--- src/rtl/emulador_teclado.sv ---
// emulador_teclado: stands in for a 4x4 matrix keypad. A key taken over a
// valid/ready handshake is held closed for a programmable time. Contact
// bounce is applied at press and at release. While the contact is closed,
// the key's row line is pulled low whenever the scanner drives its column.
// Optional macro KEYPAD_MULTITECLA_EN adds a second key that closes at the
// same time as the first and uses the same timing.
//
// state       | meaning
// REPOSO      | contact open, ready to accept a key
// REB_PRESION | press bounce: starts closed, toggles every T_CONMUT cycles
// PULSADO     | contact solidly closed for T_PULSACION cycles
// REB_SUELTA  | release bounce: starts open, toggles every T_CONMUT cycles
// PAUSA       | forced idle for T_PAUSA cycles, hecho_o on the last cycle
module emulador_teclado #(
  parameter int T_PULSACION = 100000,
  parameter int T_REBOTE    = 200,
  parameter int T_CONMUT    = 8,
  parameter int T_PAUSA     = 100000
) (
  input  logic       clck_i,
  input  logic       locked,
  input  logic [1:0] columna_i,
  input  logic [3:0] tecla_i,
  input  logic       tecla_valid_i,
`ifdef KEYPAD_MULTITECLA_EN
  input  logic [3:0] tecla2_i,
  input  logic       tecla2_en_i,
`endif
  output logic       tecla_ready_o,
  output logic [3:0] filas_o,
  output logic [1:0] filas_codificadas_o,
  output logic       ocupado_o,
  output logic       hecho_o
);

  localparam int MAX_AB = (T_PULSACION > T_REBOTE) ? T_PULSACION : T_REBOTE;
  localparam int MAX_CD = (T_CONMUT > T_PAUSA) ? T_CONMUT : T_PAUSA;
  localparam int MAX_P  = (MAX_AB > MAX_CD) ? MAX_AB : MAX_CD;
  localparam int W      = $clog2(MAX_P + 1);

  // Down-counters load (length - 1) and finish when they reach zero.
  localparam logic [W-1:0] CARGA_REB  = W'((T_REBOTE > 0) ? T_REBOTE - 1 : 0);
  localparam logic [W-1:0] CARGA_PUL  = W'(T_PULSACION - 1);
  localparam logic [W-1:0] CARGA_PAU  = W'(T_PAUSA - 1);
  localparam logic [W-1:0] CARGA_CONM = W'(T_CONMUT - 1);

  typedef enum logic [2:0] {
    REPOSO      = 3'd0,
    REB_PRESION = 3'd1,
    PULSADO     = 3'd2,
    REB_SUELTA  = 3'd3,
    PAUSA       = 3'd4
  } estado_t;

  estado_t      estado, estado_sig;
  logic [W-1:0] cnt;
  logic [W-1:0] cnt_conm;
  logic         fase;
  logic         contacto;
  logic         acepta;
  logic [1:0]   fila_k, col_k;
  logic [3:0]   filas_sig;
  logic [1:0]   cod_sig;

`ifdef KEYPAD_MULTITECLA_EN
  logic [1:0]   fila2_k, col2_k;
  logic         en2_k;
`endif

  // Key map: returns {row, col} for a key value.
  function automatic logic [3:0] mapa(input logic [3:0] t);
    logic [3:0] rc;
    case (t)
      4'h1: rc = {2'd0, 2'd0};
      4'h2: rc = {2'd0, 2'd1};
      4'h3: rc = {2'd0, 2'd2};
      4'hA: rc = {2'd0, 2'd3};
      4'h4: rc = {2'd1, 2'd0};
      4'h5: rc = {2'd1, 2'd1};
      4'h6: rc = {2'd1, 2'd2};
      4'hB: rc = {2'd1, 2'd3};
      4'h7: rc = {2'd2, 2'd0};
      4'h8: rc = {2'd2, 2'd1};
      4'h9: rc = {2'd2, 2'd2};
      4'hC: rc = {2'd2, 2'd3};
      4'hE: rc = {2'd3, 2'd0};
      4'h0: rc = {2'd3, 2'd1};
      4'hF: rc = {2'd3, 2'd2};
      default: rc = {2'd3, 2'd3};  // 4'hD
    endcase
    return rc;
  endfunction

  assign acepta = tecla_valid_i & tecla_ready_o;

  // State register with synchronous reset.
  always_ff @(posedge clck_i) begin
    if (!locked) estado <= REPOSO;
    else         estado <= estado_sig;
  end

  // Next-state logic: each timed phase ends when its counter reaches zero.
  always_comb begin
    estado_sig = estado;
    case (estado)
      REPOSO:      if (acepta) estado_sig = (T_REBOTE > 0) ? REB_PRESION : PULSADO;
      REB_PRESION: if (cnt == '0) estado_sig = PULSADO;
      PULSADO:     if (cnt == '0) estado_sig = (T_REBOTE > 0) ? REB_SUELTA : PAUSA;
      REB_SUELTA:  if (cnt == '0) estado_sig = PAUSA;
      PAUSA:       if (cnt == '0) estado_sig = REPOSO;
      default:     estado_sig = REPOSO;
    endcase
  end

  // Output decode from the current state.
  always_comb begin
    tecla_ready_o = (estado == REPOSO) & locked;
    ocupado_o     = (estado != REPOSO);
    hecho_o       = (estado == PAUSA) && (cnt == '0);
    contacto      = 1'b0;
    case (estado)
      REB_PRESION: contacto = ~fase;
      PULSADO:     contacto = 1'b1;
      REB_SUELTA:  contacto = fase;
      default:     contacto = 1'b0;
    endcase
  end

  // Phase counter: reload on every state change, otherwise count down to zero.
  always_ff @(posedge clck_i) begin
    if (!locked) begin
      cnt <= '0;
    end else if (estado_sig != estado) begin
      case (estado_sig)
        REB_PRESION, REB_SUELTA: cnt <= CARGA_REB;
        PULSADO:                 cnt <= CARGA_PUL;
        PAUSA:                   cnt <= CARGA_PAU;
        default:                 cnt <= '0;
      endcase
    end else if (cnt != '0) begin
      cnt <= cnt - 1'b1;
    end
  end

  // Bounce toggle timer: fase flips every T_CONMUT cycles inside a bounce phase.
  always_ff @(posedge clck_i) begin
    if (!locked) begin
      cnt_conm <= '0;
      fase     <= 1'b0;
    end else if (estado_sig != estado) begin
      cnt_conm <= CARGA_CONM;
      fase     <= 1'b0;
    end else if (estado == REB_PRESION || estado == REB_SUELTA) begin
      if (cnt_conm == '0) begin
        cnt_conm <= CARGA_CONM;
        fase     <= ~fase;
      end else begin
        cnt_conm <= cnt_conm - 1'b1;
      end
    end
  end

  // Latch the accepted key as (row, col).
  always_ff @(posedge clck_i) begin
    if (!locked) begin
      fila_k <= 2'd0;
      col_k  <= 2'd0;
`ifdef KEYPAD_MULTITECLA_EN
      fila2_k <= 2'd0;
      col2_k  <= 2'd0;
      en2_k   <= 1'b0;
`endif
    end else if (acepta) begin
      {fila_k, col_k} <= mapa(tecla_i);
`ifdef KEYPAD_MULTITECLA_EN
      {fila2_k, col2_k} <= mapa(tecla2_i);
      en2_k             <= tecla2_en_i;
`endif
    end
  end

  // Row lines seen by the scanner; the lowest-numbered active row wins the encoding.
  always_comb begin
    filas_sig = 4'hF;
    if (contacto && (columna_i == col_k)) filas_sig[~fila_k] = 1'b0;
`ifdef KEYPAD_MULTITECLA_EN
    if (contacto && en2_k && (columna_i == col2_k)) filas_sig[~fila2_k] = 1'b0;
`endif
    if      (!filas_sig[3]) cod_sig = 2'b11;
    else if (!filas_sig[2]) cod_sig = 2'b10;
    else if (!filas_sig[1]) cod_sig = 2'b01;
    else                    cod_sig = 2'b00;
  end

  // Registered row outputs: one cycle of latency from column or contact changes.
  always_ff @(posedge clck_i) begin
    if (!locked) begin
      filas_o             <= 4'hF;
      filas_codificadas_o <= 2'b00;
    end else begin
      filas_o             <= filas_sig;
      filas_codificadas_o <= cod_sig;
    end
  end

endmodule
--- config.mk ---
export PLATFORM = sky130hd
export DESIGN_NAME = emulador_teclado
export DESIGN_NICKNAME = d
export VERILOG_FILES = /design/src/rtl/emulador_teclado.sv
export SDC_FILE = /design/constraint.sdc
export NUM_CORES = 1
export LEC_CHECK = 0
export ABC_AREA = 1
export CELL_PAD_IN_SITES_DETAIL_PLACEMENT = 1
export CELL_PAD_IN_SITES_GLOBAL_PLACEMENT = 2
export CORE_MARGIN = 1
export CORE_UTILIZATION = 31
export CTS_CLUSTER_SIZE = 20
export DETAILED_ROUTE_END_ITERATION = 16
export PLACE_DENSITY = 0.84
export SETUP_SLACK_MARGIN = 0.3
export SLEW_MARGIN = 20
export SYNTH_ARGS = -nofsm -noshare
export SYNTH_HDL_FRONTEND = slang
export SYNTH_SLANG_ARGS = --single-unit
export TNS_END_PERCENT = 10
--- constraint.sdc ---
create_clock -name clck_i -period 1.86 [get_ports clck_i]
set_input_delay 0.186 -clock clck_i [delete_from_list [all_inputs] [get_ports clck_i]]
set_output_delay 0.186 -clock clck_i [all_outputs]
set_load 0.02 [all_outputs]
==> out/results.env, run 1 <==
YS_SEQ_ELEMENTS=48
REG2REGPATHDEPTH=18
CORE.ROWCOUNT=32
STARTPOINT_TYPE='flop'
SWSHARE=0.439
GLOBAL_ROUTE.USAGE.TOTAL=0.180
MOST_COMMON_CELL_AFTER_LAYOUT_FILL_AND_TAPS_ASIDE='sky130_fd_sc_hd__nand2_1'
FINAL_CELLS=496
NUMBER_OF_GLOBAL_ROUTE_VIAS_BEFORE_REPAIR=2413
TOP_REG_CELL_SYNTH='sky130_fd_sc_hd__dfxtp_1'
CRIT_PATH_MAX_FANOUT=7
COREAREA_MM2=0.00773
GLOBAL_ROUTE.USAGE.MET1=0.199
DESIGN.DIE.AREA_MM2=0.00839
TIMING.FINAL.CRIT_PERIOD_NS=1.98
VIA_COUNT=2324
NETLIST.AREA_LEADER.SHARE=0.386
CTS.REPORTEDPATHS.CLKPINSLEW_NS=0.09
VIOLATIONS='negative setup slack'
MOSTFREQUENTLAYOUTCELLS='51 x sky130_fd_sc_hd__nand2_1, 43 x sky130_fd_sc_hd__nor2_1, 43 x sky130_fd_sc_hd__dfxtp_1'
CRITICALPATHCATEGORY='reg -> reg'
REG2REG_TO='cnt[7]'
WORSTPATHARRIVAL_NS=2.24
GLOBALROUTEMET2UTIL=0.334
DRT_ITER0_MARKERS=74
MAXCAPVIOLCOUNT=0
REG2REG_FROM='cnt[0]'
GLOBAL_ROUTE.PEAK_USAGE_LAYER='met2'
CRITPATHLAUNCH='cnt[0]'
ENDPOINT='cnt[7]'
POWER_REPORT.INTERNAL_TOTAL_W=0.00335
CLKPWRFRAC=0.156
SYNTH_TOP_CELL_BY_AREA='sky130_fd_sc_hd__dfxtp_1'
OUTCOME='finished, violations left'
SYNTH_EDF_COUNT=0
LAYOUT_WORST_PATH_CYCLE_SHARE=1.06
MAX-SLEW-MARGIN-REL=0.717
FLOORPLAN.IO_PINS=18
LAYOUT.CORE_UTILIZATION=0.440
WORST-R2R-SETUP-SLACK_NS=-0.12
HTREEDEPTH=2
TRITONCTS='built'
SYNTH.TOP_CELLS.BY_AREA='sky130_fd_sc_hd__dfxtp_1 39%, sky130_fd_sc_hd__nand2_1 8.6%, sky130_fd_sc_hd__nor2_1 7.7%, sky130_fd_sc_hd__xnor2_1 4.9%, sky130_fd_sc_hd__inv_1 4.8%'
DETAIL-ROUTE-ANTENNA-NETS=0
HOLDBUFCOUNTCTS=0
GRT_START_MAX_NET_PINS=17
CRITPATHREQUIREDTIME_NS=2.12
ROUTED_WIRE_LENGTH_PER_INSTANCE_UM=14.2
SYNTHTOLAYOUTAREAGROWTH_PCT=36.6
MAX_CLOCK_FREQ_MHz=505
TOTALWIRELENGTH_UM=7040
POWER_SWITCHING_W=0.00263
DIE_H_UM=91.6
CRIT_PATH_END_KIND='flop'
MAX-VDD-IR-DROP_mV=0.721
FLOORPLAN.DIE.WIDTH_UM=91.6
CLK_ROOT_BUFFER_CELL='sky130_fd_sc_hd__clkbuf_8'
WORSTSKEWPAIRLATENCY_NS=0.31
SYN_AREA_PER_CELL_UM2=7.49
GPL.FINAL_WEIGHTED_CONGESTION=0.820
FRACTION_OF_MET3_TRACKS_USED_BY_GLOBAL_ROUTING=0.0427
FINAL.HOLD.WORST_SLACK_NS=0.454
FINALSETUPVIOLATIONS=31
ASYNC_FLOP_SHARE=0
YOSYSWARNINGCOUNT=0
NUMBER_OF_ANTENNA_VIOLATIONS_AT_THE_FIRST_CHECK_IN_GLOBAL_ROUTING=0
CLKSINKCOUNT=48
POSTSYNTHNETCOUNT=344
ANTENNA-DIODE-COUNT=0
POST_ROUTE_CELLS_DRIVE_ABOVE_1_SHARE=0.310
PLACE_HPWL_UM=5010
PLACED_CELLS_INCL_TAPS=481
FINAL_NET_COUNT=405
SEQUENTIALPOWERSHARE=0.256
FIN_WS_NS=-0.119
PWR-SHARE-COMB=0.588
MIN-DELAY-PATH-CLASS='reg -> reg'
GR-TOTAL-OVERFLOW=0
POWER.DENSITY_CELL_AREA_mW_PER_MM2=1760
MAX-CLOCK-PATH-BUFFERS=2
MAXSLEWVIOLCOUNT=0
NETLIST_AREA_MM2=0.00249
YS_TYPES=43
DRC=0
RSZ0062_AT_GRT='yes'
SYNTH_CELLS=332
GRT_PASS1_WL_UM=11700
CTS_BUFFERS=5
CLOCK-SKEW-FINAL_NS=0.00539
FIRST_PASS_ITERS=4
VIAS_PER_CELL=4.69
SYNTH.YOSYS.SEQ_AREA_SHARE=0.386
HOLD_VIOL_FINAL=0
FLOORPLAN.INITIALDENSITY=0.322
BUFFER_PORTS.INSERTED=17
POWER_LEAKAGE_nW=1.41
FILLCELLCOUNT=942
TIGHTESTPINTRANSITION_NS=0.421
-- flip-flops by register name (all words and copies together) (netlist names) --
| name | count |
|---|---|
| cnt | 17 |
| filas_codificadas_o | 2 |
| estado | 3 |
| filas_o | 4 |
| fila_k | 2 |
| fase | 1 |
| cnt_conm | 17 |
| col_k | 2 |
-- cell families after synthesis --
| family | share of synthesized area |
|---|---|
| and+or+nand+nor | 0.319 |
| xor gates and xnor gates | 0.0845 |
| adders and majority gates | 0.0151 |
| DFF | 0.386 |
| AOI/OAI and AO/OA | 0.118 |
| buffers and inverters | 0.0770 |
-- metrics by stage --
| step | setup TNS [ns] | power (W) | worst slack [ns] | instance area [um2] |
|---|---|---|---|---|
| 2_1_floorplan | 0 | 0.00345 | 0.102 | 2490 |
| 3_3_place_gp | -1.57 | 0.00446 | -0.121 | 3030 |
| 3_5_place_dp | -5.05 | 0.00455 | -0.233 | 3030 |
| 4_1_cts | -3.24 | 0.00581 | -0.155 | 3290 |
| 5_1_grt | -6.68 | 0.00647 | -0.260 | 3400 |
| 6_report | -1.82 | 0.00598 | -0.119 | 3400 |
-- critical path, stage by stage, from the launching register on --
cell and delay, ns:
sky130_fd_sc_hd__dfxtp_2 0.35, sky130_fd_sc_hd__inv_2 0.05, sky130_fd_sc_hd__ha_4 0.15, sky130_fd_sc_hd__inv_2 0.06, sky130_fd_sc_hd__nor2_4 0.04, sky130_fd_sc_hd__nand2_2 0.09
sky130_fd_sc_hd__nor2_4 0.05, sky130_fd_sc_hd__nand2_1 0.09, sky130_fd_sc_hd__clkinv_2 0.06, sky130_fd_sc_hd__nand2_1 0.07, sky130_fd_sc_hd__nand2_2 0.07, sky130_fd_sc_hd__nand2_4 0.09
sky130_fd_sc_hd__nand2_4 0.06, sky130_fd_sc_hd__nand2_4 0.10, sky130_fd_sc_hd__nand2_4 0.07, sky130_fd_sc_hd__nor2_8 0.17, sky130_fd_sc_hd__buf_6 0.16, sky130_fd_sc_hd__nand2_1 0.07
sky130_fd_sc_hd__a21oi_2 0.11
-- worst min-delay path by stage --
stage	from	end	slack (ns)	cells after the start
4_1_cts	fila_k[0]	filas_o[2]	0.45	1
3_3_place_gp	fila_k[0]	filas_o[2]	0.42	1
2_1_floorplan	tecla_i[1]	fila_k[1]	0.39	3
6_report	fila_k[1]	filas_o[1]	0.45	1
5_1_grt	fila_k[1]	filas_o[1]	0.48	1
3_5_place_dp	fila_k[0]	filas_o[2]	0.43	1
-- Yosys cell counts (2+ instances only) --
cell type                   instances
sky130_fd_sc_hd__nand2_1           57
sky130_fd_sc_hd__nor2_1            51
sky130_fd_sc_hd__dfxtp_1           48
sky130_fd_sc_hd__inv_1             32
sky130_fd_sc_hd__a21oi_1           19
sky130_fd_sc_hd__o21ai_0           14
sky130_fd_sc_hd__xnor2_1           14
sky130_fd_sc_hd__nand3_1           11
sky130_fd_sc_hd__xor2_1            10
sky130_fd_sc_hd__nand2_2            7
sky130_fd_sc_hd__nor4_1             7
sky130_fd_sc_hd__nor2_2             6
sky130_fd_sc_hd__nor3_1             6
sky130_fd_sc_hd__inv_2              4
sky130_fd_sc_hd__nand4_1            4
sky130_fd_sc_hd__a211oi_1           3
sky130_fd_sc_hd__buf_6              3
sky130_fd_sc_hd__ha_1               3
sky130_fd_sc_hd__nor2_4             3
sky130_fd_sc_hd__o2111ai_1          3
sky130_fd_sc_hd__a21oi_2            2
sky130_fd_sc_hd__clkbuf_1           2
sky130_fd_sc_hd__nand3_2            2
sky130_fd_sc_hd__or2_2              2
-- final cells by class --
type                            instances  area [um2]  area share
Timing Repair Buffer                   59         493       0.145
Clock buffer                            5        68.8      0.0203
Sequential cell                        48         967       0.285
Tap cell                              102         128      0.0376
Multi-Input combinational cell        241        1530       0.449
Inverter                               38         146      0.0431
Clock inverter                          3        68.8      0.0203
-- power groups by stage --
stage          clock network (W)  logic [W]  registers, W
2_1_floorplan                  0    0.00196       0.00148
3_3_place_gp                   0    0.00295       0.00151
3_5_place_dp                   0    0.00302       0.00153
4_1_cts                 0.000960    0.00332       0.00152
5_1_grt                  0.00101    0.00390       0.00156
6_report                0.000931    0.00352       0.00153
-- timing repair --
action / CTS / global route
gates resized for setup: 35 / 25
gates cloned: 1 / 0
endpoints found under the setup margin: 40 / 42
setup buffers: 2 / 4
pin swaps: 13 / 11
-- routing by layer --
layer | wire, um | share of wire | vias to the layer above
met3 | 139 | 0.020 | 8
met1 | 3000 | 0.43 | 1102
met4 | 124 | 0.018 | 0
met5 | 0 | 0 | -
li1 | - | - | 1200
met2 | 3770 | 0.54 | 14
Power figures use the tool's default switching activity.
==> inputs of run 2 (changes only) <==
- CELL_PAD_IN_SITES_GLOBAL_PLACEMENT: 2 -> 1
- CORE_UTILIZATION: 31 -> 39
==> out/results.env, run 2 (synthesis gave the netlist of run 1 again) <==
OUTCOME='finished, violations left'
VIOLATIONS='negative setup slack'
MOSTFREQUENTLAYOUTCELLS='51 x sky130_fd_sc_hd__nand2_1, 44 x sky130_fd_sc_hd__nor2_1, 43 x sky130_fd_sc_hd__dfxtp_1'
CRIT_PATH_END_KIND='flop'
ROUTED_WIRE_LENGTH_PER_INSTANCE_UM=16.2  # +14%
GLOBAL_ROUTE.USAGE.TOTAL=0.240  # +0.0603
MOST_COMMON_CELL_AFTER_LAYOUT_FILL_AND_TAPS_ASIDE='sky130_fd_sc_hd__nand2_1'
CRITPATHREQUIREDTIME_NS=2.11  # about the same
FINAL.HOLD.WORST_SLACK_NS=0.480  # +0.0264 ns
FILLCELLCOUNT=769  # -18%
VIAS_PER_CELL=5.22  # +11%
ANTENNA-DIODE-COUNT=0  # unchanged
WORSTSKEWPAIRLATENCY_NS=0.32  # about the same
POWER_LEAKAGE_nW=1.35  # -4.0%
FINAL_NET_COUNT=396  # -2.2%
CTS.REPORTEDPATHS.CLKPINSLEW_NS=0.10  # about the same
DRC=0  # unchanged
CRITPATHLAUNCH='cnt[1]'
FLOORPLAN.IO_PINS=18  # unchanged
TIMING.HOLD.WORST.START='cnt_conm[16]'
FLOORPLAN.DIE.WIDTH_UM=81.9  # -11%
LAYOUT_WORST_PATH_CYCLE_SHARE=1.09  # +0.0301
POWER_SWITCHING_W=0.00265  # +0.74%
SYNTHTOLAYOUTAREAGROWTH_PCT=28.9
PWR-SHARE-COMB=0.609  # +0.021
NUMBER_OF_GLOBAL_ROUTE_VIAS_BEFORE_REPAIR=2498  # +3.5%
GR-TOTAL-OVERFLOW=0  # unchanged
CLOCK-SKEW-FINAL_NS=0.0112  # +0.00580 ns
MIN-DELAY-PATH-CLASS='reg -> reg'
MAX-SLEW-MARGIN-REL=0.726  # +0.00916
MAX-CLOCK-PATH-BUFFERS=2  # unchanged
FIN_WS_NS=-0.175  # -0.0560 ns
RSZ0062_AT_GRT='yes'
TOTAL_POWER_W=0.00565  # -5.5%
CRITICALPATHCATEGORY='reg -> reg'
PLACE_HPWL_UM=5020  # +0.10%
VIA_COUNT=2402  # +3.4%
GPL.FINAL_WEIGHTED_CONGESTION=0.828  # +0.96%
FINALSETUPVIOLATIONS=33  # +6.5%
DRT_ITER0_MARKERS=52  # -30%
TIMING.FINAL.CRIT_PERIOD_NS=2.04  # +0.0560 ns
CTS_BUFFERS=5  # unchanged
CLKPWRFRAC=0.119  # -0.037
WORSTPATHARRIVAL_NS=2.29  # +0.05 ns
SEQUENTIALPOWERSHARE=0.272  # +0.016
NUMBER_OF_ANTENNA_VIOLATIONS_AT_THE_FIRST_CHECK_IN_GLOBAL_ROUTING=0  # unchanged
STARTPOINT_TYPE='flop'
FLOORPLAN.INITIALDENSITY=0.413  # +0.0909
POWER.DENSITY_CELL_AREA_mW_PER_MM2=1760  # +0.18%
DESIGN.DIE.AREA_MM2=0.00670  # -20%
CLK_ROOT_BUFFER_CELL='sky130_fd_sc_hd__clkbuf_8'
POST_ROUTE_CELLS_DRIVE_ABOVE_1_SHARE=0.283  # -0.0265
MAXCAPVIOLCOUNT=0  # unchanged
CORE.ROWCOUNT=28  # -13%
BUFFER_PORTS.INSERTED=17  # unchanged
TIGHTESTPINTRANSITION_NS=0.408  # -0.0137 ns
HOLD_VIOL_FINAL=0  # unchanged
DETAIL-ROUTE-ANTENNA-NETS=0  # unchanged
REG2REG_FROM='cnt[1]'
MAX_CLOCK_FREQ_MHz=491  # -2.8%
COREAREA_MM2=0.00603  # -22%
TNS_NS=-4.09  # -2.28 ns
LAYOUT.CORE_UTILIZATION=0.532  # +0.0924
DIE_H_UM=81.9  # -11%
PLACED_CELLS_INCL_TAPS=443  # -7.9%
GRT_START_MAX_NET_PINS=17  # unchanged
MAXSLEWVIOLCOUNT=0  # unchanged
FINAL_CELLS=460  # -7.3%
FIRST_PASS_ITERS=4  # unchanged
HTREEDEPTH=2  # unchanged
TRITONCTS='built'
TOTALWIRELENGTH_UM=7440  # +5.6%
CLKSINKCOUNT=48  # unchanged
GRT_PASS1_WL_UM=12000  # +2.6%
SWSHARE=0.468  # +0.0288
MAX-VDD-IR-DROP_mV=0.956  # +33%
POWER_REPORT.INTERNAL_TOTAL_W=0.00301  # -10%
BIGGESTREGSBYFLOPS='cnt: 17 flops, cnt_conm: 17 flops, filas_o: 4 flops'
CRIT_PATH_MAX_FANOUT=8  # +1
## run 2: cell count changes in the layout (fill, tap and decap cells not counted), sizes merged
cell	previous run	this run
dlymetal6s2s	0	1
clkinvlp	0	1
clkbuf	6	5
bufinv	2	0
clkinv	1	2
dlygate4sd2	1	0
buf	43	35
## run 2: repair_timing
| action | 4_1_cts | 5_1_grt |
|---|---|---|
| gates resized for setup | 24 | 26 |
| cloned | 1 | 0 |
| hold buffers | 0 | 0 |
| pin swaps | 4 | 9 |
| buffers inserted | 6 | 2 |
| hold endpoints to repair | 0 | 0 |
| setup endpoints to repair | 40 | 44 |
## run 2: per-layer routing
metal	wire length [um]	GRT usage	up-vias
li1	-	-	1184
met1	3200	0.267	1184
met2	3980	0.454	23
met3	146	0.0389	11
met4	111	0.0842	0
met5	0	0	-
## run 2: layout make-up
class	instances	area (um2)	area share
repair buffers	50	438	0.137
multi-input cells	241	1470	0.459
inverters	38	146	0.0456
clock buffers	5	68.8	0.0215
flip-flops and latches	48	967	0.302
clock inverters	3	21.3	0.00663
well taps	75	93.8	0.0293
## run 2: worst paths after layout
path,end,slack (ns),depth (start not counted)
worst max register to register,cnt[9],-0.18,17
worst min register to register,cnt_conm[16],0.48,2
worst max-delay path,cnt[9],-0.18,17
worst min-delay path,cnt_conm[16],0.48,2
## run 2: critical path, cell delays in order, from the launching register on
cell and delay (ns):
sky130_fd_sc_hd__dfxtp_2 0.34, sky130_fd_sc_hd__inv_2 0.09, sky130_fd_sc_hd__ha_4 0.14, sky130_fd_sc_hd__inv_2 0.04, sky130_fd_sc_hd__nor2_4 0.09, sky130_fd_sc_hd__nand2_2 0.05
sky130_fd_sc_hd__nor2_2 0.11, sky130_fd_sc_hd__nand3_1 0.09, sky130_fd_sc_hd__nand2_1 0.09, sky130_fd_sc_hd__nand2_1 0.06, sky130_fd_sc_hd__nand2_2 0.11, sky130_fd_sc_hd__nand2_4 0.07
sky130_fd_sc_hd__nand2_4 0.11, sky130_fd_sc_hd__nand2_4 0.07, sky130_fd_sc_hd__nor2_8 0.16, sky130_fd_sc_hd__buf_12 0.15, sky130_fd_sc_hd__nand2_1 0.06, sky130_fd_sc_hd__a21oi_2 0.13
## run 2: per-stage QoR
step	cell area [um2]	setup slack, ns
global placement	2920	-0.0283
CTS	3130	-0.151
floorplan	2490	0.102
detailed placement	2920	-0.176
global route	3210	-0.312
finish	3210	-0.175
## run 2: power by group through the flow
stage | clock network [W] | registers (W) | logic (W)
6_report | 0.000672 | 0.00154 | 0.00344
4_1_cts | 0.000669 | 0.00152 | 0.00317
2_1_floorplan | 0 | 0.00148 | 0.00196
5_1_grt | 0.000716 | 0.00157 | 0.00374
3_5_place_dp | 0 | 0.00153 | 0.00290
3_3_place_gp | 0 | 0.00151 | 0.00277
==> inputs of run 3 (changes only) <==
- HOLD_SLACK_MARGIN: default -> 0.05
==> results of run 3 <==
Same layout as run 2: the final DEF is identical, and so are final timing and power.
